--- config.mk ---
export PLATFORM = sky130hd
export DESIGN_NAME = multicycle_ctrl_flat
export DESIGN_NICKNAME = d
export VERILOG_FILES = /design/src/rtl/multicycle_ctrl_if.sv /design/src/rtl/multicycle_ctrl.sv /design/src/flat_wrapper.sv
export SDC_FILE = /design/constraint.sdc
export NUM_CORES = 1
export LEC_CHECK = 0
export ABC_CLOCK_PERIOD_IN_PS = 1900
export BUFFER_PORTS_ARGS = -buffer_cell sky130_fd_sc_hd__buf_4
export CORE_MARGIN = 4
export CORE_UTILIZATION = 43
export CTS_BUF_LIST = sky130_fd_sc_hd__clkbuf_4 sky130_fd_sc_hd__clkbuf_8
export CTS_CLUSTER_DIAMETER = 100
export DETAILED_ROUTE_END_ITERATION = 10
export MAX_ROUTING_LAYER = met4
export PLACE_DENSITY = 0.78
export SYNTH_ARGS = -nofsm -noshare
export SYNTH_HDL_FRONTEND = slang
export SYNTH_SLANG_ARGS = --single-unit
--- constraint.sdc ---
create_clock -name CLK -period 1.9 [get_ports CLK]
set_input_delay 0.285 -clock CLK [delete_from_list [all_inputs] [get_ports CLK]]
set_output_delay 0.285 -clock CLK [all_outputs]
set_load 0.005 [all_outputs]
--- src/rtl/multicycle_ctrl_if.sv ---
// Control bundle between the multicycle sequencer and the CPU datapath.
// The datapath supplies the opcode and ALU flags; the controller returns every strobe and select.
interface multicycle_ctrl_if;
   logic [5:0] opcode;
   logic       zero;
   logic       sign;
   logic       PCWre;
   logic       IRWre;
   logic       RegWre;
   logic [1:0] RegDst;
   logic       WrRegDSrc;
   logic       ALUSrcA;
   logic       ALUSrcB;
   logic [2:0] ALUOp;
   logic       ExtSel;
   logic       mRD;
   logic       mWR;
   logic       DBDataSrc;
   logic [1:0] PCSrc;
   logic [3:0] state;

   modport master (
      input  opcode, zero, sign,
      output PCWre, IRWre, RegWre, RegDst, WrRegDSrc, ALUSrcA, ALUSrcB,
             ALUOp, ExtSel, mRD, mWR, DBDataSrc, PCSrc, state
   );

   modport slave (
      output opcode, zero, sign,
      input  PCWre, IRWre, RegWre, RegDst, WrRegDSrc, ALUSrcA, ALUSrcB,
             ALUOp, ExtSel, mRD, mWR, DBDataSrc, PCSrc, state
   );
endinterface

--- src/rtl/multicycle_ctrl.sv ---
// Multicycle CPU control FSM: sequences IF/ID/EXE/MEM/WB per instruction class.
// Outputs decode combinationally from the current state and opcode; HALT parks until reset.
module multicycle_ctrl #(
   parameter logic [5:0] OP_HALT = 6'b111111
) (
   input  logic CLK,
   input  logic RST,
   multicycle_ctrl_if.master bus
);

   localparam logic [5:0] OP_ADD   = 6'b000000;
   localparam logic [5:0] OP_SUB   = 6'b000001;
   localparam logic [5:0] OP_ADDIU = 6'b000010;
   localparam logic [5:0] OP_AND   = 6'b010000;
   localparam logic [5:0] OP_ANDI  = 6'b010001;
   localparam logic [5:0] OP_ORI   = 6'b010010;
   localparam logic [5:0] OP_SLT   = 6'b100110;
   localparam logic [5:0] OP_SLTI  = 6'b100111;
   localparam logic [5:0] OP_SW    = 6'b110000;
   localparam logic [5:0] OP_LW    = 6'b110001;
   localparam logic [5:0] OP_BEQ   = 6'b110100;
   localparam logic [5:0] OP_BNE   = 6'b110101;
   localparam logic [5:0] OP_BLTZ  = 6'b110110;
   localparam logic [5:0] OP_J     = 6'b111000;
   localparam logic [5:0] OP_JR    = 6'b111001;
   localparam logic [5:0] OP_JAL   = 6'b111010;

   typedef enum logic [3:0] {
      S_IF     = 4'd0,
      S_ID     = 4'd1,
      S_EXE_AL = 4'd2,
      S_WB_AL  = 4'd3,
      S_EXE_BR = 4'd4,
      S_EXE_LS = 4'd5,
      S_MEM    = 4'd6,
      S_WB_LD  = 4'd7,
      S_HALT   = 4'd8
   } state_e;

   state_e state_q, state_d;

   // Instruction class decode
   logic       is_alu, is_imm, is_ext, is_br, is_ls, is_lw, is_sw;
   logic       is_j, is_jr, is_jal, is_halt, taken;
   logic [2:0] alu_op_dec;

   always_comb begin
      is_alu     = 1'b0;
      is_imm     = 1'b0;
      is_ext     = 1'b0;
      alu_op_dec = 3'b000;
      case (bus.opcode)
         OP_ADD:   begin is_alu = 1'b1; alu_op_dec = 3'b000; end
         OP_SUB:   begin is_alu = 1'b1; alu_op_dec = 3'b001; end
         OP_ADDIU: begin is_alu = 1'b1; alu_op_dec = 3'b000; is_imm = 1'b1; is_ext = 1'b1; end
         OP_AND:   begin is_alu = 1'b1; alu_op_dec = 3'b100; end
         OP_ANDI:  begin is_alu = 1'b1; alu_op_dec = 3'b100; is_imm = 1'b1; end
         OP_ORI:   begin is_alu = 1'b1; alu_op_dec = 3'b101; is_imm = 1'b1; end
         OP_SLT:   begin is_alu = 1'b1; alu_op_dec = 3'b110; end
         OP_SLTI:  begin is_alu = 1'b1; alu_op_dec = 3'b110; is_imm = 1'b1; is_ext = 1'b1; end
         default:  ;
      endcase
   end

   assign is_lw   = (bus.opcode == OP_LW);
   assign is_sw   = (bus.opcode == OP_SW);
   assign is_ls   = is_lw | is_sw;
   assign is_br   = (bus.opcode == OP_BEQ) | (bus.opcode == OP_BNE) | (bus.opcode == OP_BLTZ);
   assign is_j    = (bus.opcode == OP_J);
   assign is_jr   = (bus.opcode == OP_JR);
   assign is_jal  = (bus.opcode == OP_JAL);
   assign is_halt = (bus.opcode == OP_HALT);

   assign taken = ((bus.opcode == OP_BEQ)  &  bus.zero) |
                  ((bus.opcode == OP_BNE)  & ~bus.zero) |
                  ((bus.opcode == OP_BLTZ) &  bus.sign);

   always_comb begin
      state_d = S_IF;
      case (state_q)
         S_IF:     state_d = S_ID;
         S_ID: begin
            if (is_j || is_jr || is_jal) state_d = S_IF;
            else if (is_halt)            state_d = S_HALT;
            else if (is_br)              state_d = S_EXE_BR;
            else if (is_ls)              state_d = S_EXE_LS;
            else if (is_alu)             state_d = S_EXE_AL;
            else                         state_d = S_IF;
         end
         S_EXE_AL: state_d = S_WB_AL;
         S_WB_AL:  state_d = S_IF;
         S_EXE_BR: state_d = S_IF;
         S_EXE_LS: state_d = S_MEM;
         S_MEM:    state_d = is_lw ? S_WB_LD : S_IF;
         S_WB_LD:  state_d = S_IF;
         S_HALT:   state_d = S_HALT;
         default:  state_d = S_IF;
      endcase
   end

   always_ff @(posedge CLK) begin
      if (RST) state_q <= S_IF;
      else     state_q <= state_d;
   end

   logic       pc_wre, ir_wre, reg_wre, wr_reg_d_src, alu_src_a, alu_src_b;
   logic       ext_sel, m_rd, m_wr, db_data_src;
   logic [1:0] reg_dst, pc_src;
   logic [2:0] alu_op;

   always_comb begin
      pc_wre       = 1'b0;
      ir_wre       = 1'b0;
      reg_wre      = 1'b0;
      reg_dst      = 2'b00;
      wr_reg_d_src = 1'b0;
      alu_src_a    = 1'b0;
      alu_src_b    = 1'b0;
      alu_op       = 3'b000;
      ext_sel      = 1'b0;
      m_rd         = 1'b0;
      m_wr         = 1'b0;
      db_data_src  = 1'b0;
      pc_src       = 2'b00;
      case (state_q)
         S_IF: ir_wre = 1'b1;
         S_ID: begin
            if (is_j) begin
               pc_wre = 1'b1;
               pc_src = 2'b11;
            end else if (is_jr) begin
               pc_wre = 1'b1;
               pc_src = 2'b10;
            end else if (is_jal) begin
               // Link and jump share the cycle: PC+4 lands in $31 as PC moves.
               reg_wre      = 1'b1;
               reg_dst      = 2'b00;
               wr_reg_d_src = 1'b0;
               pc_wre       = 1'b1;
               pc_src       = 2'b11;
            end else if (!is_halt && !is_br && !is_ls && !is_alu) begin
               pc_wre = 1'b1;
            end
         end
         S_EXE_AL, S_WB_AL: begin
            alu_src_b = is_imm;
            ext_sel   = is_ext;
            alu_op    = alu_op_dec;
            if (state_q == S_WB_AL) begin
               reg_wre      = 1'b1;
               wr_reg_d_src = 1'b1;
               reg_dst      = is_imm ? 2'b01 : 2'b10;
               pc_wre       = 1'b1;
            end
         end
         S_EXE_BR: begin
            alu_op  = 3'b001;
            ext_sel = 1'b1;
            pc_wre  = 1'b1;
            pc_src  = taken ? 2'b01 : 2'b00;
         end
         S_EXE_LS, S_MEM: begin
            alu_src_b = 1'b1;
            ext_sel   = 1'b1;
            if (state_q == S_MEM) begin
               m_rd   = is_lw;
               m_wr   = is_sw;
               pc_wre = is_sw;
            end
         end
         S_WB_LD: begin
            m_rd         = 1'b1;
            db_data_src  = 1'b1;
            reg_wre      = 1'b1;
            reg_dst      = 2'b01;
            wr_reg_d_src = 1'b1;
            pc_wre       = 1'b1;
         end
         default: ;
      endcase
      if (RST) begin
         pc_wre  = 1'b0;
         ir_wre  = 1'b0;
         reg_wre = 1'b0;
         m_rd    = 1'b0;
         m_wr    = 1'b0;
      end
   end

   assign bus.PCWre     = pc_wre;
   assign bus.IRWre     = ir_wre;
   assign bus.RegWre    = reg_wre;
   assign bus.RegDst    = reg_dst;
   assign bus.WrRegDSrc = wr_reg_d_src;
   assign bus.ALUSrcA   = alu_src_a;
   assign bus.ALUSrcB   = alu_src_b;
   assign bus.ALUOp     = alu_op;
   assign bus.ExtSel    = ext_sel;
   assign bus.mRD       = m_rd;
   assign bus.mWR       = m_wr;
   assign bus.DBDataSrc = db_data_src;
   assign bus.PCSrc     = pc_src;
   assign bus.state     = state_q;

endmodule

--- src/flat_wrapper.sv ---
// flat-port wrapper written by rule: the top's interface ports become plain ports
module multicycle_ctrl_flat 
#(
   parameter logic [5:0] OP_HALT = 6'b111111
)
  (CLK, RST, bus_opcode, bus_zero, bus_sign, bus_PCWre, bus_IRWre, bus_RegWre, bus_RegDst, bus_WrRegDSrc, bus_ALUSrcA, bus_ALUSrcB, bus_ALUOp, bus_ExtSel, bus_mRD, bus_mWR, bus_DBDataSrc, bus_PCSrc, bus_state);
  multicycle_ctrl_if bus_i ();
  input  logic CLK;
  input  logic RST;
  input wire logic [$bits(bus_i.opcode)-1:0] bus_opcode;
  input wire logic [$bits(bus_i.zero)-1:0] bus_zero;
  input wire logic [$bits(bus_i.sign)-1:0] bus_sign;
  output wire logic [$bits(bus_i.PCWre)-1:0] bus_PCWre;
  output wire logic [$bits(bus_i.IRWre)-1:0] bus_IRWre;
  output wire logic [$bits(bus_i.RegWre)-1:0] bus_RegWre;
  output wire logic [$bits(bus_i.RegDst)-1:0] bus_RegDst;
  output wire logic [$bits(bus_i.WrRegDSrc)-1:0] bus_WrRegDSrc;
  output wire logic [$bits(bus_i.ALUSrcA)-1:0] bus_ALUSrcA;
  output wire logic [$bits(bus_i.ALUSrcB)-1:0] bus_ALUSrcB;
  output wire logic [$bits(bus_i.ALUOp)-1:0] bus_ALUOp;
  output wire logic [$bits(bus_i.ExtSel)-1:0] bus_ExtSel;
  output wire logic [$bits(bus_i.mRD)-1:0] bus_mRD;
  output wire logic [$bits(bus_i.mWR)-1:0] bus_mWR;
  output wire logic [$bits(bus_i.DBDataSrc)-1:0] bus_DBDataSrc;
  output wire logic [$bits(bus_i.PCSrc)-1:0] bus_PCSrc;
  output wire logic [$bits(bus_i.state)-1:0] bus_state;
  assign bus_i.opcode = bus_opcode;
  assign bus_i.zero = bus_zero;
  assign bus_i.sign = bus_sign;
  assign bus_PCWre = bus_i.PCWre;
  assign bus_IRWre = bus_i.IRWre;
  assign bus_RegWre = bus_i.RegWre;
  assign bus_RegDst = bus_i.RegDst;
  assign bus_WrRegDSrc = bus_i.WrRegDSrc;
  assign bus_ALUSrcA = bus_i.ALUSrcA;
  assign bus_ALUSrcB = bus_i.ALUSrcB;
  assign bus_ALUOp = bus_i.ALUOp;
  assign bus_ExtSel = bus_i.ExtSel;
  assign bus_mRD = bus_i.mRD;
  assign bus_mWR = bus_i.mWR;
  assign bus_DBDataSrc = bus_i.DBDataSrc;
  assign bus_PCSrc = bus_i.PCSrc;
  assign bus_state = bus_i.state;
  multicycle_ctrl #(.OP_HALT(OP_HALT)) u_core (.CLK(CLK), .RST(RST), .bus(bus_i));
endmodule
; Word-level counts from Yosys, hierarchy flattened
; Cells that the tools add are included.
[totals]
regBits = 4
out_inout_bits = 21
wordCells = 98
inputBits = 10
[classes]
eq_ne = 24
bitwise = 9
n_reduce_logical = 20
muxes = 44
[ops]
columns = op, n
row1 = $eq 6x6->1 const B, 11
row2 = $pmux 4 s6, 1
row3 = $mux 1, 22
row4 = $eq 6x5->1 const B, 3
row5 = $eq 4x3->1 const B, 4
row6 = $mux 4, 4
row7 = $mux 2, 6
row8 = $pmux 3 s4, 1
row9 = $reduce_or 2->1, 6
row10 = $eq 4x2->1 const B, 2
row11 = $pmux 1 s2, 4
row12 = $pmux 2 s2, 2
row13 = $reduce_or 8->1, 1
row14 = $eq 6x1->1 const B, 1
row15 = $eq 6x2->1 const B, 1
row16 = $logic_not 6->1, 1
row17 = $pmux 3 s2, 1
row18 = $or 1x1->1, 5
row19 = $eq 4x1->1 const B, 1
row20 = $eq 4x4->1 const B, 1
row21 = $logic_not 1->1, 4
row22 = $logic_not 4->1, 1
row23 = $pmux 1 s4, 1
row24 = $reduce_or 4->1, 1
row25 = 7 further kinds, 12

; Logic depth before layout (Yosys ltp)
[logic_depth]
ltp_word = 13
depth_mapped = 5
ltp_nobuf = 4

; Worst setup path before layout
; No wires, ideal clock.
[synth_path]
path_kind = input port to output port
startpoint = input bus_opcode[5]
endpoint = output bus_ALUSrcB
setup_slack_ps = 55
required_time_ps = 1615
cell_stages = 5
arrival_time_ps = 1560
cell_sequence = buf_6 > or4b_1 > a21bo_1 > a2111oi_2 > o21ba_1
[synth_via]
elab_chain_cells = 4
[synth_lines]
columns = element, line
row1 = from (decl), flat_wrapper.sv:10  ; input wire logic [$bits(bus_i.opcode)-1:0] bus_opcode;
row2 = $eq 6x2->1 (tied with other cells), multicycle_ctrl.sv:52  ; case (bus.opcode)
row3 = $reduce_or 4->1 (no line) *, n/a
row4 = $mux 1 *, multicycle_ctrl.sv:52
row5 = $pmux 1 s2 *, multicycle_ctrl.sv:125  ; case (state_q)
row6 = to (decl), flat_wrapper.sv:19  ; output wire logic [$bits(bus_i.ALUSrcB)-1:0] bus_ALUSrcB;
; Mark *: on every way between the ends. The rest lies on a longest branch, timed or not.

; Worst setup path in the final report
; Ends and elaborated chain as after synthesis.

==> results.cfg <==
[floorplan]
dieHeight_um = 47.0
die_x_um = 47.0
core_um2 = 1370
core.rowCount = 13
io_pins = 31
start_util_pct = 48.0
die_area_um2 = 2210

[timing]
rsz0062_at_grt = true
hold_violations = 0
fin_crit_sh_pct = 105
fmax_ghz = 0.501
setup_slack_ns = -0.0969
period_minus_slack_ns = 2.00
slew_viol_final = 0
tns_ns = -0.139
fin_worst_skew_ns = 0.00215
finalSetupViolations = 3
holdWs_ns = 0.230

[outcome]
violations = negative setup slack
status = complete, but fails checks

[placement]
place_ws_ns = -0.154
postPlaceCellArea_um2 = 966
gp_congestion = 0.842
port_buffers = 29
place_hpwl_um = 1630
place_inst = 149

[cts]
cts_buffers = 3
clk_latency_ns = 0.25
cts-root-buf = clkbuf_4
ctsHoldBuffers = 0
cts_htree_levels = 1
cts_buffer_depth = 2
tritoncts = done
path_clk_slew_ns = 0.04
cts_sinks = 4

[detailed_routing]
drt_iter0_drc = 43
wl_per_cell_um = 15.1
ant_nets = 0
dr.pass1.iters = 4
num_vias = 930
wl_um = 2310
avgViaCountPerCell = 6.08
drc_errors = 0

[grt]
grt_first_pass_wirelength_um = 3480
grtUsageTotal_pct = 22.5
antenna_found_initial = 0
grt_pass1_vias = 810
grt_max_degree = 15
grt_overflow = 0

[logic_synthesis]
avgSynthCellArea_um2 = 6.62
synth_seq_cells = 4
ys_seq_area_share_pct = 12.2
ys_warn_count = 0
yosysTopAreaCellShare_pct = 12.2
async_flop_share_pct = 0
synth-edff-count = 0
synthTopCellsByCount = 12 x a21oi_1, 10 x nor2_1, 7 x clkbuf_1, 7 x nand2_1, 7 x nor3_1
syn-num-nets = 109
synth_top_area_cell = dfxtp_1
synthMostInstantiatedCell = a21oi_1
ys.flop_type = dfxtp_1
synth.distinct_cells = 41
syn_inst = 99
synth_area_leaders = dfxtp_1 12%, a21oi_1 9.2%, nand2b_1 5.7%
synth_area_um2 = 656

[worst_setup_path]
path_delay_family = compound AO/OA/AOI/OAI gates
worstPathCellList = buf_6 -> or4b_1 -> a21bo_1 -> a2111oi_4 -> o21ba_2 -> buf_6
crit_path_max_incr_delay_ns = 0.51
crit_arrival_ns = 1.71
cpMaxStageDelayCell = or4b_1
setup.worst_path.start = bus_opcode[5]
crit_path_frequent_cell = buf_6
crit_fanout = 2
startpoint_type = primary input
criticalPathCategory = in -> out
worst-path-buf-inv = 2
cp-end-kind = output port
reg2reg_from = u_core.bus.state[0]$_SDFF_PP0_
required_ns = 1.62

[cells_and_area]
drive_gt1_share_pct = 44.2
nets = 150
largest_reg_flops = 4
antenna_cells = 0
stdcell_count = 153
stdcell_area_um2 = 1070
finalCoreUtilization_pct = 78.3
area_delta_synth_final_pct = 63.2

[power_and_ir_drop]
peakVddDrop_v = 0.000205
p_per_area_nw_per_um2 = 320
p_leak_nw = 0.469
power.total_uw = 342

[job]
cap_violations = 0

[worst_hold_path]
hp-start = RST
hold_path.class = in -> reg
cell families (layout without fill, tap and decap cells):
| logic type | count (synthesis) | after routing | synth area share, % |
|---|---|---|---|
| DFF | 4 | 4 | 12.2 |
| buffers and inverters | 13 | 52 | 9.35 |
| and+or+nand+nor | 51 | 51 | 45.6 |
| other | 1 | 1 | 0.572 |
| AOI/OAI and AO/OA | 28 | 28 | 29.2 |
| muxes | 2 | 2 | 3.05 |
final timing paths:
kind	endpoint	cells after the start	slack [ns]
max	bus_ALUSrcB	6	-0.1
min	u_core.bus.state[3]$_SDFF_PP0_	2	0.23
max reg2reg	u_core.bus.state[2]$_SDFF_PP0_	4	0.61
min reg2reg	u_core.bus.state[3]$_SDFF_PP0_	2	0.63
cell usage in the layout, fill, tap and decap left out, drive strengths merged:
cell type / instances
and3: 1
nor4: 3
nor2b: 1
o21a: 2
a41o: 1
o41ai: 1
o21ai: 3
buf: 47
a21oi: 12
a2111oi: 1
o22ai: 2
clkbuf: 3
nand2b: 6
or3: 2
nand4b: 1
mux2i: 2
conb: 1
nor4b: 5
nor4bb: 1
nor2: 10
a211o: 1
nand2: 7
or4b: 1
o21ba: 1
a21bo: 1
nand4: 1
inv: 2
or4: 1
nand3: 1
dfxtp: 4
a2111o: 1
a21o: 2
or2: 1
nand3b: 2
nor3: 7
report_power, final:
group	internal [mW]	switching, mW	total, mW
logic	0.0712	0.0687	0.140
clock network	0.0711	0.0421	0.113
registers	0.0869	0.00212	0.0890
metal layers:
metal / GRT usage [%] / up-vias / wire, um / part of all wire [%]
li1: - / 445 / - / -
met1: 28.1 / 428 / 925 / 40
met2: 36.3 / 53 / 1130 / 49
met3: 6.13 / 4 / 227 / 9.8
met4: 4.42 / 0 / 27 / 1.2
met5: - / - / 0 / 0
cell type report:
class,count,area (um2)
multi-input combinational,82,559
fill,98,297
timing repair buffer,47,379
tap,15,18.8
clock buffer,3,22.5
sequential,4,82.6
inverter,2,7.51
timing repair:
action | CTS | global route
pin swaps | 6 | 1
gates resized for setup | 12 | 4
endpoints found under the setup margin | 6 | 7
setup buffers | 1 | 0
(Power assumes the default switching activity.)
